==> src/rtl/mem_port_arbiter.sv <==
// Arbitrates one single-port memory between instruction fetch and load/store,
// stalling the pipeline until every request of the current pipeline cycle is served.
module mem_port_arbiter #(
  parameter int ADDR_W  = 32,
  parameter int DATA_W  = 32,
  parameter int TIMEOUT = 16
) (
  input  logic              clk,
  input  logic              rst_n,
  input  logic              if_req,
  input  logic [ADDR_W-1:0] if_addr,
  output logic [DATA_W-1:0] if_rdata,
  output logic              if_done,
  input  logic              d_rd,
  input  logic              d_wr,
  input  logic [ADDR_W-1:0] d_addr,
  input  logic [DATA_W-1:0] d_wdata,
  output logic [DATA_W-1:0] d_rdata,
  output logic              d_done,
  output logic              pipe_stall,
  output logic              mem_req,
  output logic              mem_we,
  output logic [ADDR_W-1:0] mem_addr,
  output logic [DATA_W-1:0] mem_wdata,
  input  logic [DATA_W-1:0] mem_rdata,
  input  logic              mem_ready,
  output logic              err
);

  typedef enum logic [1:0] {IDLE, IF_BUSY, D_BUSY} state_t;

  localparam int CNT_W = (TIMEOUT > 1) ? $clog2(TIMEOUT) + 1 : 1;
  localparam logic [CNT_W-1:0] CNT_LAST = CNT_W'((TIMEOUT > 0) ? TIMEOUT - 1 : 0);

  state_t            state_q, state_d;
  logic [CNT_W-1:0]  cnt_q, cnt_d;
  logic [ADDR_W-1:0] mem_addr_q, mem_addr_d;
  logic              mem_we_q, mem_we_d;
  logic [DATA_W-1:0] mem_wdata_q, mem_wdata_d;
  logic [DATA_W-1:0] if_rdata_q, if_rdata_d;
  logic [DATA_W-1:0] d_rdata_q, d_rdata_d;
  logic              if_done_q, if_done_d;
  logic              d_done_q, d_done_d;
  logic              if_served_q, if_served_d;
  logic              d_served_q, d_served_d;
  logic              err_q, err_d;
  logic              d_act;
  logic              timeout_hit;

  assign d_act       = d_rd | d_wr;
  assign pipe_stall  = (if_req & ~if_served_q & ~if_done_q) |
                       (d_act & ~d_served_q & ~d_done_q);
  assign timeout_hit = (TIMEOUT > 0) && (cnt_q == CNT_LAST);

  always_comb begin
    state_d     = state_q;
    cnt_d       = cnt_q;
    mem_addr_d  = mem_addr_q;
    mem_we_d    = mem_we_q;
    mem_wdata_d = mem_wdata_q;
    if_rdata_d  = if_rdata_q;
    d_rdata_d   = d_rdata_q;
    if_done_d   = 1'b0;
    d_done_d    = 1'b0;
    if_served_d = if_served_q;
    d_served_d  = d_served_q;
    err_d       = err_q;

    if (!pipe_stall) begin
      if_served_d = 1'b0;
      d_served_d  = 1'b0;
    end

    case (state_q)
      IDLE: begin
        // Data wins: it belongs to the older instruction in the pipe.
        if (d_act && !d_served_q) begin
          state_d     = D_BUSY;
          cnt_d       = '0;
          mem_addr_d  = d_addr;
          mem_we_d    = d_wr;
          mem_wdata_d = d_wdata;
          if (d_rd && d_wr) err_d = 1'b1;
        end else if (if_req && !if_served_q) begin
          state_d     = IF_BUSY;
          cnt_d       = '0;
          mem_addr_d  = if_addr;
          mem_we_d    = 1'b0;
          mem_wdata_d = '0;
        end
      end
      IF_BUSY, D_BUSY: begin
        if (mem_ready || timeout_hit) begin
          state_d = IDLE;
          if (state_q == IF_BUSY) begin
            if_done_d   = 1'b1;
            if_served_d = 1'b1;
          end else begin
            d_done_d   = 1'b1;
            d_served_d = 1'b1;
          end
          if (mem_ready) begin
            if (state_q == IF_BUSY) if_rdata_d = mem_rdata;
            else if (!mem_we_q)     d_rdata_d  = mem_rdata;
          end else begin
            // Aborted fetch returns all-zero, which decodes as a nop.
            if (state_q == IF_BUSY) if_rdata_d = '0;
            else                    d_rdata_d  = '0;
            err_d = 1'b1;
          end
        end else begin
          cnt_d = cnt_q + 1'b1;
        end
      end
      default: state_d = IDLE;
    endcase
  end

  always_ff @(posedge clk or negedge rst_n) begin
    if (!rst_n) begin
      state_q     <= IDLE;
      cnt_q       <= '0;
      mem_addr_q  <= '0;
      mem_we_q    <= 1'b0;
      mem_wdata_q <= '0;
      if_rdata_q  <= '0;
      d_rdata_q   <= '0;
      if_done_q   <= 1'b0;
      d_done_q    <= 1'b0;
      if_served_q <= 1'b0;
      d_served_q  <= 1'b0;
      err_q       <= 1'b0;
    end else begin
      state_q     <= state_d;
      cnt_q       <= cnt_d;
      mem_addr_q  <= mem_addr_d;
      mem_we_q    <= mem_we_d;
      mem_wdata_q <= mem_wdata_d;
      if_rdata_q  <= if_rdata_d;
      d_rdata_q   <= d_rdata_d;
      if_done_q   <= if_done_d;
      d_done_q    <= d_done_d;
      if_served_q <= if_served_d;
      d_served_q  <= d_served_d;
      err_q       <= err_d;
    end
  end

  assign mem_req   = (state_q != IDLE);
  assign mem_we    = mem_we_q;
  assign mem_addr  = mem_addr_q;
  assign mem_wdata = mem_wdata_q;
  assign if_rdata  = if_rdata_q;
  assign d_rdata   = d_rdata_q;
  assign if_done   = if_done_q;
  assign d_done    = d_done_q;
  assign err       = err_q;

endmodule

==> config.mk <==
export PLATFORM = sky130hd
export DESIGN_NAME = mem_port_arbiter
export DESIGN_NICKNAME = d
export VERILOG_FILES = /design/src/rtl/mem_port_arbiter.sv
export SDC_FILE = /design/constraint.sdc
export NUM_CORES = 1
export LEC_CHECK = 0
export BUFFER_PORTS_ARGS = -buffer_cell sky130_fd_sc_hd__buf_2
export CELL_PAD_IN_SITES_DETAIL_PLACEMENT = 0
export CELL_PAD_IN_SITES_GLOBAL_PLACEMENT = 1
export CORE_ASPECT_RATIO = 0.8
export CORE_UTILIZATION = 34
export DETAILED_ROUTE_END_ITERATION = 7
export GPL_TIMING_DRIVEN = 0
export PLACE_DENSITY = 0.77
export SLEW_MARGIN = 40
export SYNTH_ARGS = -nofsm -noshare
export SYNTH_HDL_FRONTEND = slang
export SYNTH_SLANG_ARGS = --single-unit
==> constraint.sdc <==
create_clock -name clk -period 2.7 [get_ports clk]
set_clock_uncertainty 0.1 [all_clocks]
set_input_delay 0.27 -clock clk [delete_from_list [all_inputs] [get_ports clk]]
set_output_delay 0.27 -clock clk [all_outputs]
set_load 0.01 [all_outputs]
# Word level (Yosys, flattened, before mapping)
# Index checks and enable logic that the tools add are counted.
# op_classes
add_sub_neg,1
eq_ne,10
n_mux,40
bitwise,11
reduce_logical,17
# ops
op,count
$mux 32,11
$mux 1,20
$mux 5,3
$ne 2x2->1 const B,6
$pmux 5 s2,1
$mux 2,3
$reduce_and 3->1,2
$reduce_bool 2->1,3
$add 5x1->5 const B,1
$eq 5x4->1 const B,1
$not 1->1,5
$reduce_and 5->1,1
$and 1x1->1,4
$pmux 2 s2,1
$reduce_and 2->1,2
$reduce_and 4->1,1
$logic_and 1x1->1,3
$ne 3x3->1 const B,1
$eq 2x1->1 const B,1
$eq 2x2->1 const B,1
$logic_not 1->1,2
$logic_not 2->1,1
$or 1x1->1,2
$pmux 1 s2,1
2 further kinds,2
# word_totals
regBits,141
inputBits,134
output_inout_bits,134
elab_cells,91

# Logic depth before layout (Yosys ltp)
# depth
depth_word,8
ltp_mapped,9
ltp_nobuf,7

# Least setup slack after synthesis
# No wires, ideal clock.
# synth_path
path_kind,reg-to-reg
from,register cnt_q[0]
to,register cnt_q[3]
setup_ps,77
arrival_time_ps,2087
t_required_ps,2523
path_slack_ps,435
path_stages_with_launch,8
n_path_buf,0
synth_period_minus_slack_ps,2265
cell_sequence,dfrtp_1 -> ha_1 -> and3_1 -> ha_1 -> or3b_1 -> a32o_2 -> or3_1 -> a21oi_1
# synth_between
elab_chain_len,4
word_cells_on_any_way,7
classes_between,add/sub (1); eq/ne (2); mux (2); reduce/logical (2)
# synth_lines
item,line,text
from (decl),36,"logic [CNT_W-1:0] cnt_q, cnt_d;"
from (signal assigned),135,cnt_q <= cnt_d;
"parallel branches: the longest is 4 deep, another holds $add 5x1->5",n/a,
# Parallel ways; which one is timed is not known. The select of a mux whose other input is x is not followed.
# A chain may end at the register's enable or synchronous reset.

# Worst setup path in the final report
# layout_path
from,register cnt_q[0]
to,"register if_rdata_q[16], in the netlist if_rdata[16]"
# layout_between
elab_chain_len,3
# layout_lines
item,line,text
$eq 5x4->1,53,assign timeout_hit = (TIMEOUT > 0) && (cnt_q == CNT_LAST);
$logic_or 1x1->1,93,if (mem_ready || timeout_hit) begin
$reduce_and 3->1 (no source line),n/a,
to (signal assigned),139,if_rdata_q <= if_rdata_d;
to (decl),40,"logic [DATA_W-1:0] if_rdata_q, if_rdata_d;"
# No other way between the ends.

==> metrics.csv <==
stage;metric;value;unit
sta;fmax;414.0;MHz
placed_design;post-place-ws;0.1035;ns
critical_path;crit_path_end_kind;flop;
floorplan;die_h;118.3;um
cts;clock_latency;0.41;ns
sta;worst_pin_slew;0.5285;ns
synthesis;syn-cell-area;5747;um2
cells_and_area;num-nets-final;1024;
placed_design;dp_hpwl;12600;um
synthesis;synth_top_area_share;61.40;%
sta;post-route-period-util;89.46;%
floorplan;fp.dieW;147.4;um
global_route;use_met3;7.683;%
synthesis;ys_seq_area_share;61.40;%
placed_design;finalWeightedCongestion;0.7934;
pwr;powerDensity;1166;nW/um2
synthesis;avgSynthCellArea;10.34;um2
synthesis;ys_ff_latch;141;
synthesis;yosysMostFrequentCell;dfrtp_1;
placed_design;port_buffers;266;
pwr;p_leak;0.004440;uW
status;status;complete, no violations;
synthesis;async_flop_share;100.0;%
sta;setup_viol;0;
critical_path;cp.arrival;2.58;ns
cts;cts_tree;done;
critical_path;cp.required;2.87;ns
synthesis;synth_top_cell_by_area;dfrtp_1;
global_route;first_global_vias;5260;
detailed_routing;routed_wl;17340;um
global_route;grt_usage;20.85;%
critical_path;path_max_fanout;10;
detailed_routing;via_per_inst;4.595;
cts;clk_pin_slew;0.06;ns
sta;relSlewSlack;64.69;%
global_route;antenna_found_initial;1;
worst_hold_path;whs_path_depth;2;
global_route;grt_pass1_wl;28030;um
pwr;combPwrFrac;39.2;%
synthesis;synth_common_cells;dfrtp_1 (141), nand2_1 (105), o21ai_0 (104), inv_1 (37), nand3_1 (34);
placed_design;placedCellCount;1044;
synthesis;synth_edf_count;0;
flow_run;cap_violations;0;
sta;hold_violations;0;
global_route;globalRoute.busiestLayer;met2;
sta;finalCriticalPeriod;2.416;ns
detailed_routing;wire_per_inst;15.51;um
sta;fin_ws;0.2845;ns
cts;htree_num_levels;4;
detailed_routing;ant_nets;0;
critical_path;reg2reg_depth;7;
global_route;grt.met2_usage;33.40;%
critical_path;critPathKind;reg -> reg;
cts;cts-buffers-inserted;17;
detailed_routing;drtPass1Iterations;5;
floorplan;rows;42;
synthesis;synth_top_cells_by_area;dfrtp_1 (61%), o21ai_0 (9.1%), nand2_1 (6.9%);
global_route;grt_max_degree;63;
cells_and_area;instances_no_fill;1118;
detailed_routing;vias;5137;
pwr;switchingPower;3735;uW
floorplan;io_pins;268;
cts;cts_root_buffer;clkbuf_16;
synthesis;synth_cells;556;
pwr;vdd_drop_max;573.5;uV
global_route;use_met1;26.73;%
synthesis;synth_flop_cell;dfrtp_1;
worst_hold_path;hp-class;in -> reg;
sta;rsz0062_at_grt;no;
detailed_routing;drc;0;
cells_and_area;area_delta_synth_final;47.35;%
cells_and_area;drive_above_1_share;35.08;%
detailed_routing;drt_iter0_markers;198;
pwr;pwr-share-seq;36.2;%
cts;cts_max_path_buffers;2;
cts;cts.sinks;141;
sta;drv_slew;0;
global_route;grt.overflow.total;0;
synthesis;synth_cell_types;28;
floorplan;initial_core_util;34.72;%
synthesis;synth_nets;694;
cells_and_area;n_antenna_cell;0;
pwr;power.share.clock;24.6;%
floorplan;coreArea;16550;um2
pwr;switching_share;37.85;%
synthesis;yosys_warnings;0;
floorplan;dieArea;17430;um2
critical_path;start_kind;flop;
pwr;intPower;6135;uW
area by class of cell:
class | count | area (um2)
fill | 1585 | 8085
inverter | 37 | 138.9
tap | 220 | 275.3
buffer | 39 | 163.9
timing repair buffer | 311 | 1827
multi-input combinational | 339 | 1927
clock inverter | 14 | 182.7
sequential | 141 | 3528
clock buffer | 17 | 425.4
worst max-delay path, cell delays in order, from the launching register on:
cell,delay [ns]
dfrtp_1,0.40
ha_1,0.23
and3_1,0.19
ha_1,0.22
o211ai_1,0.29
clkbuf_2,0.28
clkbuf_1,0.37
o21ai_0,0.18
cells by family (layout without fill, tap and decap cells):
logic type / after synthesis / after routing / share of synthesized area, %
AOI/OAI and AO/OA: 150 / 150 / 15.85
DFF: 141 / 141 / 61.40
buffers and inverters: 76 / 418 / 5.203
and+or+nand+nor: 153 / 153 / 11.10
muxes: 32 / 32 / 5.574
adders and majority gates: 4 / 4 / 0.8709
per-stage QoR:
| step | util (%) | area [um2] | total power, uW | TNS, ns | hold WS (ns) |
|---|---|---|---|---|---|
| after floorplan | - | 5747 | 5708 | 0 | -0.1256 |
| after global placement | 44.42 | 7353 | 7398 | -117.24 | 0.3425 |
| after detailed placement | 44.81 | 7418 | 7455 | 0 | 0.05437 |
| after CTS | 51.09 | 8457 | 9990 | 0 | 0.001316 |
| after global routing | 51.16 | 8468 | 10610 | 0 | 0.003061 |
| final | 51.16 | 8468 | 9870 | 0 | 0.01123 |
flip-flops by register name, summed over array words and instances (netlist names):
name	cells
cnt_q	5
mem_we	1
d_rdata	32
if_rdata	32
mem_wdata	32
d_served_q	1
err	1
state_q	2
d_done	1
if_done	1
mem_addr	32
if_served_q	1
layer usage:
metal	part of all wire [%]	up-vias
met5	0.058	-
met4	0.62	2
met3	8.9	12
met2	46	198
met1	44	2376
li1	-	2549
cell usage in the layout, fill, tap and decap left out, types with 5 or more instances in the layout:
| cell type | netlist | final |
|---|---|---|
| nand2_1 | 105 | 105 |
| dfrtp_1 | 141 | 141 |
| buf_2 | 11 | 276 |
| inv_1 | 37 | 37 |
| mux2i_1 | 32 | 32 |
| clkbuf_1 | 25 | 22 |
| a22o_1 | 33 | 33 |
| nor2_1 | 7 | 7 |
| inv_6 | 0 | 5 |
| dlygate4sd3_1 | 0 | 43 |
| nand3_1 | 34 | 34 |
| o21ai_0 | 104 | 104 |
| clkbuf_16 | 0 | 17 |
worst paths after layout:
kind	from	end	slack [ns]
min	d_wdata[31]	mem_wdata[31]	0.01
max	cnt_q[0]	if_rdata[16]	0.28
max reg2reg	cnt_q[0]	if_rdata[16]	0.28
min in group asynchronous	rst_n	d_rdata[24]	0.20
max in group asynchronous	rst_n	mem_wdata[9]	1.69
min reg2reg	err	err	0.35
what timing repair did:
item	4_1_cts	5_1_grt
hold buffers	43	0
resized for setup	0	7
endpoints found under the hold margin	184	0
setup endpoints to repair	0	64
setup buffers	0	0
power groups by stage:
| stage | registers [uW] | clock network, uW | logic (uW) |
|---|---|---|---|
| 2_1_floorplan | 4030 | 0 | 1680 |
| 4_1_cts | 3560 | 2490 | 3940 |
| 3_5_place_dp | 3580 | 0 | 3880 |
| 5_1_grt | 3680 | 2580 | 4340 |
| 3_3_place_gp | 3550 | 0 | 3850 |
| 6_report | 3570 | 2430 | 3870 |
Power figures use the tool's default switching activity.
